--- config.mk ---
export PLATFORM = sky130hd
export DESIGN_NAME = gcd_controller
export DESIGN_NICKNAME = d
export VERILOG_FILES = /design/src/rtl/gcd_pkg.sv /design/src/rtl/gcd_controller.sv
export SDC_FILE = /design/constraint.sdc
export NUM_CORES = 1
export LEC_CHECK = 0
export BUFFER_PORTS_ARGS = -buffer_cell sky130_fd_sc_hd__clkbuf_2
export CAP_MARGIN = 20
export CORE_UTILIZATION = 38
export CTS_BUF_LIST = sky130_fd_sc_hd__clkbuf_8
export DETAILED_ROUTE_END_ITERATION = 16
export GPL_TIMING_DRIVEN = 1
export HOLD_SLACK_MARGIN = 0.1
export PLACE_DENSITY = 0.59
export SYNTH_ARGS = -nofsm -noshare
export SYNTH_HDL_FRONTEND = slang
export SYNTH_SLANG_ARGS = --single-unit
--- constraint.sdc ---
create_clock -name clk -period 2.2 [get_ports clk]
set_input_delay 0.44 -clock clk [delete_from_list [all_inputs] [get_ports clk]]
set_output_delay 0.44 -clock clk [all_outputs]
set_load 0.05 [all_outputs]
--- src/rtl/gcd_pkg.sv ---
// gcd_pkg: ALU operation codes and controller state encoding shared by the GCD block.
package gcd_pkg;
  localparam logic [2:0] ALU_NOP = 3'd0;
  localparam logic [2:0] ALU_MAX = 3'd1;
  localparam logic [2:0] ALU_MIN = 3'd2;
  localparam logic [2:0] ALU_MOD = 3'd3;
  typedef enum logic [3:0] {
    IDLE,
    LOAD,
    ORD_MAX,
    WB_GROSS,
    ORD_MIN,
    WB_KLEIN,
    SWAP,
    MOD_START,
    MOD_WAIT,
    MOD_WB,
    CHECK,
    SHIFT,
    NEWNUM,
    DONE,
    ABORT
  } state_t;
endpackage

--- src/rtl/gcd_controller.sv ---
// gcd_controller: Moore FSM sequencing the GCD datapath through Euclid's algorithm,
// with an iteration limit and a modulo watchdog so stalled runs end in an error pulse.
module gcd_controller
  import gcd_pkg::*;
#(
  parameter int MAX_ITER    = 32,
  parameter int MOD_TIMEOUT = 64,
  parameter int ITER_W      = 6
) (
  input  logic              clk,
  input  logic              rst_i,
  input  logic              start_i,
  input  logic              modulo_ready_i,
  input  logic              valid_i,
  output logic [2:0]        alu_mode_o,
  output logic              modulo_start_o,
  output logic              wren_initial_o,
  output logic              wren_zw_gross_o,
  output logic              wren_zw_klein_o,
  output logic              wren_zw_in_zahlen_o,
  output logic              wren_erg_modulo_o,
  output logic              wren_Zahl_o,
  output logic              wren_to_new_numbers_o,
  output logic              Zahl1_to_alu_a_o,
  output logic              Zahl2_to_alu_b_o,
  output logic              check_for_termination_o,
  output logic              busy_o,
  output logic              done_o,
  output logic              error_o,
  output logic [ITER_W-1:0] iter_o
);
  localparam int WD_W = $clog2(MOD_TIMEOUT + 1);
  state_t state, next;
  logic [WD_W-1:0] wd;
  logic operands;
  always_ff @(posedge clk or posedge rst_i) begin
    if (rst_i) begin
      state  <= IDLE;
      iter_o <= '0;
      wd     <= '0;
    end else begin
      state  <= next;
      iter_o <= state == LOAD ? '0 : state == MOD_WB ? iter_o + 1'b1 : iter_o;
      wd     <= state == MOD_START ? '0 : state == MOD_WAIT ? wd + 1'b1 : wd;
    end
  end
  always_comb begin
    next = state;
    case (state)
      IDLE:      next = start_i ? LOAD : IDLE;
      LOAD:      next = ORD_MAX;
      ORD_MAX:   next = WB_GROSS;
      WB_GROSS:  next = ORD_MIN;
      ORD_MIN:   next = WB_KLEIN;
      WB_KLEIN:  next = SWAP;
      SWAP:      next = MOD_START;
      MOD_START: next = MOD_WAIT;
      // a ready in the final watchdog cycle still completes the iteration
      MOD_WAIT:  next = modulo_ready_i ? MOD_WB : wd == WD_W'(MOD_TIMEOUT - 1) ? ABORT : MOD_WAIT;
      MOD_WB:    next = CHECK;
      CHECK:     next = valid_i ? DONE : iter_o == ITER_W'(MAX_ITER) ? ABORT : SHIFT;
      SHIFT:     next = NEWNUM;
      NEWNUM:    next = MOD_START;
      default:   next = IDLE;
    endcase
  end
  assign operands = state == ORD_MAX || state == ORD_MIN || state == MOD_START || state == MOD_WAIT;
  assign alu_mode_o = state == ORD_MAX ? ALU_MAX : state == ORD_MIN ? ALU_MIN :
                      (state == MOD_START || state == MOD_WAIT) ? ALU_MOD : ALU_NOP;
  assign Zahl1_to_alu_a_o        = operands;
  assign Zahl2_to_alu_b_o        = operands;
  assign modulo_start_o          = state == MOD_START;
  assign wren_initial_o          = state == LOAD;
  assign wren_zw_gross_o         = state == WB_GROSS;
  assign wren_zw_klein_o         = state == WB_KLEIN;
  assign wren_zw_in_zahlen_o     = state == SWAP;
  assign wren_erg_modulo_o       = state == MOD_WB;
  assign wren_Zahl_o             = state == SHIFT;
  assign wren_to_new_numbers_o   = state == NEWNUM;
  assign check_for_termination_o = state == CHECK;
  assign busy_o                  = state != IDLE;
  assign done_o                  = state == DONE;
  assign error_o                 = state == ABORT;
endmodule
==> reports/metrics.yaml <==
placement:
  portBuffers: 26
  globalplace.congestion: 0.804
  hpwl_mm: 1.74
  pre_cts_ws_ns: 0.232
  placedInstanceArea_sq_um: 1240
detailed_routing:
  antenna_left: 0
  vias_per_cell: 5.09
  drcViolationCount: 0
  dr.pass1.iters: 4
  drt_iter0_drc: 17
  wl_per_cell_um: 12.7
  drt-total-wl_mm: 2.34
  vias: 936
worst_setup_path:
  crit_path_end_kind: "output pin"
  crit_fanout: 7
  crit_type: "reg -> out"
  required_ns: 1.76
  crit_path_start_kind: "flip-flop"
  crit_arrival_ns: 1.70
die:
  pin_count: 28
  core_sq_um: 2520
  start_util: 0.408
  die_y_um: 54.0
  placementRows: 18
  dieArea_sq_um: 2920
  die_w_um: 54.0
sta:
  rsz0062_at_grt: "no"
  slew_headroom: 0.549
  fmax_mhz: 467
  fin_ws_ns: 0.0600
  hold_viol_final: 0
  tightest_slew_ns: 0.676
  drv_slew: 0
  layout_min_cycle_time_ns: 2.14
  period_share: 0.973
  skew_ns: 0.00489
  setup_viol: 0
  setup_tns_ns: 0
cts:
  clkTransAtPathRegs_ns: 0.07
  clock_path_buffers: 2
  worstSkewPairLatency_ns: 0.26
  root_buffer: "clkbuf_8"
  h-tree-depth: 1
  clock_sinks: 17
  cts_hold_buf: 0
  cts_made_buffers: 3
  tritoncts: "built"
worst_hold_path:
  hold_class: "in -> async"
finish:
  layout_common_cells: "clkbuf_2 (23), nor2_1 (19), nand2_1 (15), dfrtp_1 (15), buf_4 (9)"
  diodes: 0
  fin_nets: 163
  area.growth.synth_to_final_pct: 27.1
  final_common_cell: "clkbuf_2"
  design_area_sq_um: 1310
  drive_gt1_frac: 0.331
  nFillCells: 249
power:
  powerDensity_nw_per_um2: 1390
  finalPower_w: 0.00181
  worst_ir_drop_vdd_mv: 1.09
  leakagePower_nw: 0.658
global_routing:
  track_usage: 0.177
  grt-ovfl-total: 0
  antenna_found_initial: 0
  grt_pass1_wl_mm: 3.73
  grt_max_degree: 18
  grt_pass1_vias: 815
yosys:
  ys_ff_latch: 17
  synth_area_sq_um: 1030
  syn_avg_cell_area_sq_um: 8.36
  ys_types: 32
  syn_nets: 131
  synth_cells: 123
  yosysWarnings: 0
  ys_seq_area_frac: 0.414
run_status:
  status: "finished clean"
job:
  drv_cap: 0
[metal layers]
metal	global-route usage	routed length, um	part of all wire
met1	0.235	1100	0.47
met2	0.282	1130	0.48
met3	0.0593	103	0.044
met4	0.0256	11	0.0047
met5	0	0	0
[area by class of cell]
class,instances,area [sq um],share of cell area
multi-input cells,92,568,0.434
flip-flops and latches,17,428,0.327
repair buffers,35,205,0.157
clock buffers,3,41.3,0.0316
well taps,30,37.5,0.0287
inverters,6,22.5,0.0172
clock inverters,1,5.00,0.00383
[cell families (layout without fill, tap and decap cells)]
logic type,count (synthesis),in the layout,share of synthesized area
other,1,1,0.00365
DFF,17,17,0.414
muxes,1,1,0.0109
AOI/OAI and AO/OA,18,18,0.101
and+or+nand+nor,59,59,0.287
buffers and inverters,14,45,0.0620
xor gates and xnor gates,10,10,0.0852
adders and majority gates,3,3,0.0365
[stage by stage]
stage / util / hold WS, ns / instances
detailed placement: 0.493 / 0.538 / 180
finish: 0.518 / 0.253 / 184
global route: 0.518 / 0.323 / 184
global placement: 0.493 / 0.527 / 180
CTS: 0.514 / 0.282 / 184
floorplan: - / 0.366 / 123
[where the power goes]
| group | leakage [nW] | total [W] | internal [W] | switching [W] |
|---|---|---|---|---|
| combinational | 0.406 | 0.00109 | 0.000335 | 0.000751 |
| sequential | 0.227 | 0.000482 | 0.000383 | 0.0000990 |
| clock | 0.0255 | 0.000244 | 0.000126 | 0.000118 |
[worst max-delay path, cell delays in order (launching register included)]
cell and delay [ns]:
dfrtp_1 0.46, or4b_4 0.62, o21ai_2 0.10, clkbuf_4 0.26
[path summary, 6_finish.rpt]
path,start,end,slack (ns),cells past startpoint
min reg2reg,wd[6]$_DFFE_PP0P_,wd[6]$_DFFE_PP0P_,0.55,2
max in group asynchronous,rst_i,state[0]$_DFF_PP0_,1.47,2
max reg2reg,state[2]$_DFF_PP0_,wd[5]$_DFFE_PP0P_,0.53,5
max,state[2]$_DFF_PP0_,Zahl1_to_alu_a_o,0.06,3
min,rst_i,wd[2]$_DFFE_PP0P_,0.25,2
min in group clk,wd[6]$_DFFE_PP0P_,wd[6]$_DFFE_PP0P_,0.55,2
[sequential cells by signal (all words and copies together) (netlist names)]
register,cells
iter_o,6
wd,7
state,4
[timing repair]
item,CTS,global route
setup buffers,0,0
gates resized for setup,3,4
setup endpoints to repair,2,3
endpoints found under the hold margin,0,0
[cells in the mapped netlist, drive strengths merged]
cell / instances / area share
nor4bb: 1 / 0.0097
o2111ai: 1 / 0.0085
a22oi: 1 / 0.0073
or4: 1 / 0.0073
or3: 1 / 0.0061
dfrtp: 17 / 0.41
nand3: 4 / 0.019
a31oi: 1 / 0.0061
buf: 5 / 0.029
o21ai: 9 / 0.044
xor2: 7 / 0.060
and2: 1 / 0.0061
mux2: 1 / 0.011
a211o: 1 / 0.0085
inv: 6 / 0.022
nor4b: 1 / 0.015
or4b: 1 / 0.013
conb: 1 / 0.0036
a21o: 1 / 0.0073
ha: 3 / 0.037
and3: 2 / 0.012
a21oi: 4 / 0.019
xnor2: 3 / 0.026
nor3: 6 / 0.034
nand4: 3 / 0.018
nand2b: 3 / 0.018
clkbuf: 3 / 0.011
nor2: 20 / 0.073
nand2: 15 / 0.055
(Power assumes the default switching activity.)
